### config.mk
export PLATFORM = sky130hd
export DESIGN_NAME = dds_wave_gen_flat
export DESIGN_NICKNAME = d
export VERILOG_FILES = /design/src/rtl/dds_wave_gen_if.sv /design/src/rtl/dds_wave_gen.sv /design/src/flat_wrapper.sv
export SDC_FILE = /design/constraint.sdc
export NUM_CORES = 2
export LEC_CHECK = 0
export CAP_MARGIN = 25
export CORE_MARGIN = 2
export CORE_UTILIZATION = 65
export CTS_BUF_LIST = sky130_fd_sc_hd__clkbuf_4 sky130_fd_sc_hd__clkbuf_8
export DETAILED_ROUTE_END_ITERATION = 10
export HOLD_SLACK_MARGIN = 0.02
export PLACE_DENSITY = 0.82
export SYNTH_ARGS = -nofsm -noshare
export SYNTH_HDL_FRONTEND = slang
export SYNTH_SLANG_ARGS = --single-unit
### constraint.sdc
create_clock -name clk -period 7.3 [get_ports clk]
set_input_delay 1.095 -clock clk [delete_from_list [all_inputs] [get_ports clk]]
set_output_delay 1.095 -clock clk [all_outputs]
set_load 0.02 [all_outputs]
### src/rtl/dds_wave_gen_if.sv
// Configuration, table-write and DAC signal bundle for dds_wave_gen.
// master = CSR/config side, slave = the generator.
interface dds_wave_gen_if #(
  parameter int DATA_W  = 8,
  parameter int ADDR_W  = 8,
  parameter int PHASE_W = 32,
  parameter int AMP_W   = 8
);
  logic               enable;
  logic [2:0]         mode;
  logic [PHASE_W-1:0] freq_word;
  logic [PHASE_W-1:0] phase_offset;
  logic [ADDR_W-1:0]  duty;
  logic [AMP_W-1:0]   amplitude;
  logic [DATA_W-1:0]  dc_offset;
  logic               phase_sync;
  logic               wr_valid;
  logic [DATA_W-1:0]  wr_data;
  logic               wr_clear;
  logic               wave_ready;
  logic [ADDR_W-1:0]  wr_ptr;
  logic [DATA_W-1:0]  dac_out;
  logic               dac_valid;
  logic               dac_clk;

  modport master (
    output enable, mode, freq_word, phase_offset, duty, amplitude, dc_offset,
           phase_sync, wr_valid, wr_data, wr_clear,
    input  wave_ready, wr_ptr, dac_out, dac_valid, dac_clk
  );

  modport slave (
    input  enable, mode, freq_word, phase_offset, duty, amplitude, dc_offset,
           phase_sync, wr_valid, wr_data, wr_clear,
    output wave_ready, wr_ptr, dac_out, dac_valid, dac_clk
  );
endinterface

### src/rtl/dds_wave_gen.sv
// DDS generator: phase acc -> idx (S1) -> RAM/built-in sample (S2) -> gain/offset/saturate (S3) -> DAC.
// Latency 3 cycles src_ok -> dac_valid; no backpressure, the DAC takes every sample.
module dds_wave_gen #(
  parameter int DATA_W  = 8,
  parameter int ADDR_W  = 8,
  parameter int PHASE_W = 32,
  parameter int AMP_W   = 8
) (
  input  logic          clk,
  input  logic          rst_n,
  dds_wave_gen_if.slave bus
);

  localparam int                DEPTH = 1 << ADDR_W;
  localparam int                SUM_W = DATA_W + AMP_W + 1;
  localparam logic [DATA_W-1:0] FULL  = '1;

  typedef enum logic [2:0] {
    MODE_RAM    = 3'd0,
    MODE_SQUARE = 3'd1,
    MODE_TRI    = 3'd2,
    MODE_SAW    = 3'd3,
    MODE_DC     = 3'd4
  } mode_e;

  typedef struct packed {
    logic              from_ram;
    logic [DATA_W-1:0] gen;
  } s2_t;

  // Left-align an ADDR_W value into DATA_W bits (drops LSBs or zero-pads).
  function automatic logic [DATA_W-1:0] align(input logic [ADDR_W-1:0] v);
    logic [ADDR_W+DATA_W-1:0] w;
    w = {v, {DATA_W{1'b0}}};
    return DATA_W'(w >> ADDR_W);
  endfunction

  logic [PHASE_W-1:0] acc;
  logic [PHASE_W-1:0] phase_sum;
  logic [ADDR_W-1:0]  idx_next;
  logic [ADDR_W-1:0]  idx_r;
  logic [2:0]         stage_vld;
  logic               src_ok;

  logic [DATA_W-1:0]  ram [DEPTH];
  logic [DATA_W-1:0]  ram_q;
  logic [ADDR_W-1:0]  wr_ptr_r;
  logic               wave_ready_r;
  logic               wr_en;

  logic [ADDR_W-1:0]  tri_v;
  logic [DATA_W-1:0]  gen_sample;
  s2_t                s2;

  logic [DATA_W-1:0]  s3_sample;
  logic [SUM_W-1:0]   prod;
  logic [SUM_W-1:0]   sum;
  logic [DATA_W-1:0]  scaled;
  logic [DATA_W-1:0]  dac_out_r;

  // RAM mode stalls until a full table exists.
  assign src_ok    = bus.enable && ((bus.mode != MODE_RAM) || wave_ready_r);
  assign phase_sum = acc + bus.phase_offset;
  assign idx_next  = ADDR_W'(phase_sum >> (PHASE_W - ADDR_W));
  assign wr_en     = bus.wr_valid && !bus.wr_clear;

  always_ff @(posedge clk or negedge rst_n) begin
    if (!rst_n) begin
      acc <= '0;
    end else if (bus.phase_sync) begin
      acc <= '0;
    end else if (src_ok) begin
      acc <= acc + bus.freq_word;
    end
  end

  always_ff @(posedge clk or negedge rst_n) begin
    if (!rst_n) begin
      wr_ptr_r     <= '0;
      wave_ready_r <= 1'b0;
    end else if (bus.wr_clear) begin
      wr_ptr_r     <= '0;
      wave_ready_r <= 1'b0;
    end else if (bus.wr_valid) begin
      wr_ptr_r <= wr_ptr_r + 1'b1;
      if (wr_ptr_r == ADDR_W'(DEPTH - 1)) begin
        wave_ready_r <= 1'b1;
      end
    end
  end

  // Non-blocking read alongside the write gives old data on an address collision.
  always_ff @(posedge clk) begin
    if (wr_en) begin
      ram[wr_ptr_r] <= bus.wr_data;
    end
    if (stage_vld[0]) begin
      ram_q <= ram[idx_r];
    end
  end

  always_comb begin
    tri_v      = idx_r[ADDR_W-1] ? ~{idx_r[ADDR_W-2:0], 1'b0} : {idx_r[ADDR_W-2:0], 1'b0};
    gen_sample = FULL;
    case (mode_e'(bus.mode))
      MODE_SQUARE: gen_sample = (idx_r < bus.duty) ? FULL : '0;
      MODE_TRI:    gen_sample = align(tri_v);
      MODE_SAW:    gen_sample = align(idx_r);
      default:     gen_sample = FULL;
    endcase
  end

  always_comb begin
    s3_sample = s2.from_ram ? ram_q : s2.gen;
    prod      = SUM_W'(s3_sample) * SUM_W'(bus.amplitude);
    sum       = (prod >> AMP_W) + SUM_W'(bus.dc_offset);
    scaled    = (sum > SUM_W'(FULL)) ? FULL : DATA_W'(sum);
  end

  always_ff @(posedge clk or negedge rst_n) begin
    if (!rst_n) begin
      stage_vld <= '0;
      idx_r     <= '0;
      s2        <= '0;
      dac_out_r <= '0;
    end else begin
      stage_vld <= {stage_vld[1:0], src_ok};
      if (src_ok) begin
        idx_r <= idx_next;
      end
      if (stage_vld[0]) begin
        s2 <= '{from_ram: (bus.mode == MODE_RAM), gen: gen_sample};
      end
      if (stage_vld[1]) begin
        dac_out_r <= scaled;
      end
    end
  end

  assign bus.wave_ready = wave_ready_r;
  assign bus.wr_ptr     = wr_ptr_r;
  assign bus.dac_out    = dac_out_r;
  assign bus.dac_valid  = stage_vld[2];
  // Rising edge mid-cycle so the DAC latches a settled sample.
  assign bus.dac_clk    = stage_vld[2] ? ~clk : 1'b0;

endmodule

### src/flat_wrapper.sv
// flat-port wrapper written by rule: the top's interface ports become plain ports
module dds_wave_gen_flat 
#(
  parameter int DATA_W  = 8,
  parameter int ADDR_W  = 8,
  parameter int PHASE_W = 32,
  parameter int AMP_W   = 8
)
  (clk, rst_n, bus_enable, bus_mode, bus_freq_word, bus_phase_offset, bus_duty, bus_amplitude, bus_dc_offset, bus_phase_sync, bus_wr_valid, bus_wr_data, bus_wr_clear, bus_wave_ready, bus_wr_ptr, bus_dac_out, bus_dac_valid, bus_dac_clk);
  dds_wave_gen_if #(.DATA_W(DATA_W), .ADDR_W(ADDR_W), .PHASE_W(PHASE_W), .AMP_W(AMP_W)) bus_i ();
  input  logic clk;
  input  logic rst_n;
  input wire logic [$bits(bus_i.enable)-1:0] bus_enable;
  input wire logic [$bits(bus_i.mode)-1:0] bus_mode;
  input wire logic [$bits(bus_i.freq_word)-1:0] bus_freq_word;
  input wire logic [$bits(bus_i.phase_offset)-1:0] bus_phase_offset;
  input wire logic [$bits(bus_i.duty)-1:0] bus_duty;
  input wire logic [$bits(bus_i.amplitude)-1:0] bus_amplitude;
  input wire logic [$bits(bus_i.dc_offset)-1:0] bus_dc_offset;
  input wire logic [$bits(bus_i.phase_sync)-1:0] bus_phase_sync;
  input wire logic [$bits(bus_i.wr_valid)-1:0] bus_wr_valid;
  input wire logic [$bits(bus_i.wr_data)-1:0] bus_wr_data;
  input wire logic [$bits(bus_i.wr_clear)-1:0] bus_wr_clear;
  output wire logic [$bits(bus_i.wave_ready)-1:0] bus_wave_ready;
  output wire logic [$bits(bus_i.wr_ptr)-1:0] bus_wr_ptr;
  output wire logic [$bits(bus_i.dac_out)-1:0] bus_dac_out;
  output wire logic [$bits(bus_i.dac_valid)-1:0] bus_dac_valid;
  output wire logic [$bits(bus_i.dac_clk)-1:0] bus_dac_clk;
  assign bus_i.enable = bus_enable;
  assign bus_i.mode = bus_mode;
  assign bus_i.freq_word = bus_freq_word;
  assign bus_i.phase_offset = bus_phase_offset;
  assign bus_i.duty = bus_duty;
  assign bus_i.amplitude = bus_amplitude;
  assign bus_i.dc_offset = bus_dc_offset;
  assign bus_i.phase_sync = bus_phase_sync;
  assign bus_i.wr_valid = bus_wr_valid;
  assign bus_i.wr_data = bus_wr_data;
  assign bus_i.wr_clear = bus_wr_clear;
  assign bus_wave_ready = bus_i.wave_ready;
  assign bus_wr_ptr = bus_i.wr_ptr;
  assign bus_dac_out = bus_i.dac_out;
  assign bus_dac_valid = bus_i.dac_valid;
  assign bus_dac_clk = bus_i.dac_clk;
  dds_wave_gen #(.DATA_W(DATA_W), .ADDR_W(ADDR_W), .PHASE_W(PHASE_W), .AMP_W(AMP_W)) u_core (.clk(clk), .rst_n(rst_n), .bus(bus_i));
endmodule
## After elaboration in Yosys (flattened, before gate mapping)

Memories as Yosys holds them, arrays and structs flattened. A register that Yosys moved wholly into a read port is not among the register bits.
Index checks and enable logic that the tools add are counted.

| storage, ports and cells | value |
|---|---|
| RAM bits | 2,048 |
| register bits after elaboration | 69 |
| bits of input ports | 105 |
| output and inout port bits | 19 |
| word-level logic and storage cells | 47 |
| memories | 1 |

| cells by class | value |
|---|---|
| reduce and logical (&&, ||, !) cells | 10 |
| $lt $le $gt $ge | 2 |
| bitwise logic cells | 2 |
| multiply operators | 1 |
| add/subtract/negate cells | 4 |
| mux-type cells | 15 |
| equal/unequal tests | 4 |

Memories:

| memory | words | width | rd ports | clocked after memory_dff | wr ports | line | text |
|---|---|---|---|---|---|---|---|
| u_core.ram | 256 | 8 | 1 | 1 | 1 | dds_wave_gen.sv:45 | `logic [DATA_W-1:0] ram [DEPTH];` |

Operators with widths:

| operator | number |
|---|---|
| 32-bit adder | 2 |
| 32-bit two-way mux | 2 |
| 8-bit two-way mux | 6 |
| 8-bit case mux with 3 select lines | 1 |
| 17-bit by 8-bit greater-than comparator with 1-bit output, second input constant | 1 |
| 8-bit by 8-bit multiplier with 16-bit output | 1 |
| 8-bit by 8-bit adder with 9-bit output | 1 |
| 8-bit by 1-bit adder with 8-bit output, second input constant | 1 |
| 8-bit == test, second input constant | 1 |
| 8-bit < comparator | 1 |
| 8-bit inverter | 1 |
| 3-bit by 2-bit == test with 1-bit output, second input constant | 2 |
| 1-bit two-way mux | 6 |
| 2-bit nonzero test | 3 |
| 3-bit by 1-bit == test with 1-bit output, second input constant | 1 |
| 3-bit zero test | 1 |
| 3-bit nonzero test | 1 |
| 1-bit logical AND | 2 |
| 2-bit AND reduction | 1 |
| 1-bit zero test | 1 |
| 1-bit logical OR | 1 |
| 1-bit inverter | 1 |

## Logic depth before layout (Yosys ltp)

| depth | value |
|---|---|
| depth after elaboration | 5 |
| depth in mapped cells | 29 |
| gate-level depth less buffers | 28 |

==> run metrics <==
cell area after synthesis 0.0866 mm²; min-delay worst type in2async; syn_area_per_cell 21.0 µm²; Async SR Flop Fraction 3.25%; met3 Use GR 7.56%; Finished Layout Cells 6458; Skew-Pair Late Insertion Delay 1.14 ns; register area 0.0635 mm²; Ports 124; crit-path max cell delay 0.73 ns; Max VDD drop 0.464 mV; sequential fraction of the synthesis area 73.3%; first-pass GRT wire length 301 mm; Fmax 154 MHz; RSZ-0062 raised after global routing false; CP max stage cell mux2i_1; Die ar. 0.136 mm²; CP Max Fanout 9; critical path class reg2reg; met2 GRT Util 49.2%; CTS tree done; vias 44.1k; Most Crowded Layer GR met2; pin count of the biggest net entering global routing 160; Synth Flop Type edfxtp_1; FP Rows 133; Chip Height 369 µm; Detailed Routing Iterations Pass 1 6; DRC Markers 0; cell family with the largest share of critical-path delay adder cells; worst path bufs/invs 5; Global Route met1 Usage 42.3%; Post-CTS Setup Inserts 0; post-DP HPWL 121 mm; Area Overhead vs Synth 11.6%; clock-pin slew on the worst setup and hold paths 0.06 ns; cell count after synthesis 4117; area of the multi-input gates 0.0220 mm²; RePlAce Congestion 0.859; Pwr Density 331 mW/mm²; hold buffers post-CTS 1; Worst EP required 8.28 ns; synthesis warning total 0; drt wl/cell 31.8 µm; core area 0.132 mm²; slew at the pin closest to its max-slew limit 1.07 ns; vias per cell 6.83; Placed Instances 5844; Die W 369 µm; Post-synth EDFFs 2056; vias in the first global route 45.0k; Initial DRC Count 6134; Final min period 6.48 ns; Synth Register Bits 2125; post-cts resize count 0; Lkg Pwr 31.0 nW; Routed Antenna Nets 0; initial antenna violation count 12; WL final 205 mm; layout cells sized above 1 27.4%; Yosys cell types 61; relative slew slack 28.4%; count of final setup violators 0; Tcrit/Tclk final 88.8%; Setup crit end kind flip-flop; Setup TNS 0 ns; startpoint types flip-flop; syn_nets 4372; Max Cap Violations 0; final net count 4696; GRT Total Usage 30.9%; Critical Path AT 7.46 ns; starting density of the core 65.7%; IO Port Bufs 123; status complete, no violations; GRT Residual Overflow 0; Hold Fails Final Rpt 0; Clock Skew 0.0809 ns; filler cell count 7049; Slew Limit Fails 0
-- Yosys cell counts (3+ instances only) --
cell,instances,area [µm²]
a221oi_1,4,35.0
o22ai_1,3,18.8
mux4_2,672,15100
o211ai_1,5,37.5
nand2_1,109,409
edfxtp_1,2056,61700
mux2i_1,15,150
a21oi_1,79,395
nand3_1,31,155
nand3b_1,4,30.0
xnor2_1,42,368
a21o_1,30,225
o21bai_1,3,22.5
o31ai_1,6,45.0
and2_1,17,106
buf_1,14,52.6
o32a_1,8,80.1
fa_1,37,741
o21a_1,6,45.0
xor2_1,19,166
a31oi_1,4,25.0
or3_1,5,31.3
mux2_2,5,56.3
inv_1,63,236
o41ai_1,4,35.0
ha_1,113,1410
and3_1,6,37.5
nor3_1,8,40.0
a211oi_1,14,105
o21ai_0,33,165
o21ai_1,7,35.0
nor2_1,314,1180
nor2b_1,56,350
a41oi_1,3,26.3
buf_4,3,22.5
dfrtp_1,69,1730
nand2b_1,16,100
nand4_1,8,50.1
clkbuf_1,156,586
buf_2,43,215
-- report_power, final --
| part | switching, mW | internal (mW) | total [mW] | leakage [nW] |
|---|---|---|---|---|
| registers | 0.203 | 13.5 | 13.7 | 19.3 |
| clock network | 4.55 | 5.45 | 10.0 | 3.49 |
| logic | 4.37 | 3.96 | 8.33 | 8.15 |
| total | 9.13 | 22.9 | 32.0 | 31.0 |
-- routing by layer --
metal  routed length, µm  vias to the layer above
li1                    -                    17687
met1               72900                    22845
met2              102000                     3091
met3               23100                      489
met4                7070                        8
met5                  54                        -
-- kinds of logic (layout without fill, tap and decap cells) --
family          Yosys count  in the layout  synth area share (%)
flops                  2125           2125                  73.3
mux                     692            692                  17.7
simple gates            580            580                  2.93
buf+inv                 283            864                  1.31
compound gates          226            226                  1.67
fa+ha+maj               150            150                  2.49
xor+xnor                 61             61                 0.617
other cells               0              5                     0
-- final timing paths --
| check | startpoint | endpoint | slack [ns] | cells after the start |
|---|---|---|---|---|
| min reg2reg | u_core.s2[5]$_DFFE_PN0P_ | u_core.s2[5]$_DFFE_PN0P_ | 0.50 | 1 |
| max | u_core.s2[8]$_DFFE_PN0P_ | u_core.bus.dac_out[1]$_DFFE_PN0P_ | 0.82 | 25 |
| min in group clk | bus_wr_data[6] | u_core.ram[184][6]$_DFFE_PP_ | 0.43 | 1 |
| max in group asynchronous | rst_n | u_core.s2[2]$_DFFE_PN0P_ | 5.67 | 3 |
| max reg2reg | u_core.s2[8]$_DFFE_PN0P_ | u_core.bus.dac_out[1]$_DFFE_PN0P_ | 0.82 | 25 |
| min | rst_n | u_core.acc[11]$_DFFE_PN0P_ | 0.43 | 2 |
-- layout make-up --
class | count | share of cell area [%]
flip-flops and latches | 2125 | 65.7
well taps | 1755 | 2.27
clock buffers | 469 | 5.96
clock inverters | 133 | 0.891
inverters | 65 | 0.260
repair buffers | 197 | 2.14
diodes | 5 | 0.0129
multi-input cells | 1709 | 22.8
-- flip-flops by register name (all words and copies together), names as in the netlist --
signal                 flops
u_core.bus.wave_ready      1
u_core.ram_q               8
u_core.bus.dac_out         8
u_core.ram              2048
u_core.idx_r               8
u_core.bus.wr_ptr          8
u_core.stage_vld           3
u_core.s2                  9
u_core.acc                32
-- per-stage QoR --
step	worst slack (ns)	hold WS (ns)	utilization (%)	power [mW]	area (µm²)
finish	0.816	0.426	73.3	32.0	96600
global route	0.282	0.383	73.3	33.3	96600
CTS	0.830	0.385	73.2	32.1	96500
detailed placement	0.381	0.488	68.2	22.3	89800
global placement	0.471	0.476	68.2	22.0	89800
floorplan	1.52	0.352	-	19.8	86600
-- placed cells by master, fill, tap and decap left out, drive strengths merged, types with 5 or more instances in the layout --
cell	count
a211oi	14
a21o	30
a21oi	79
and2	18
and3	6
buf	75
bufinv	10
clkbuf	476
clkdlybuf4s50	114
clkinv	114
clkinvlp	7
dfrtp	69
diode	5
edfxtp	2056
fa	37
ha	113
inv	67
mux2	5
mux2i	15
mux4	672
nand2	109
nand2b	16
nand3	31
nand4	8
nor2	314
nor2b	56
nor3	8
o211ai	5
o21a	6
o21ai	40
o31ai	6
o32a	8
or3	5
xnor2	42
xor2	19
Note: power is estimated with default switching activity, not from simulation.
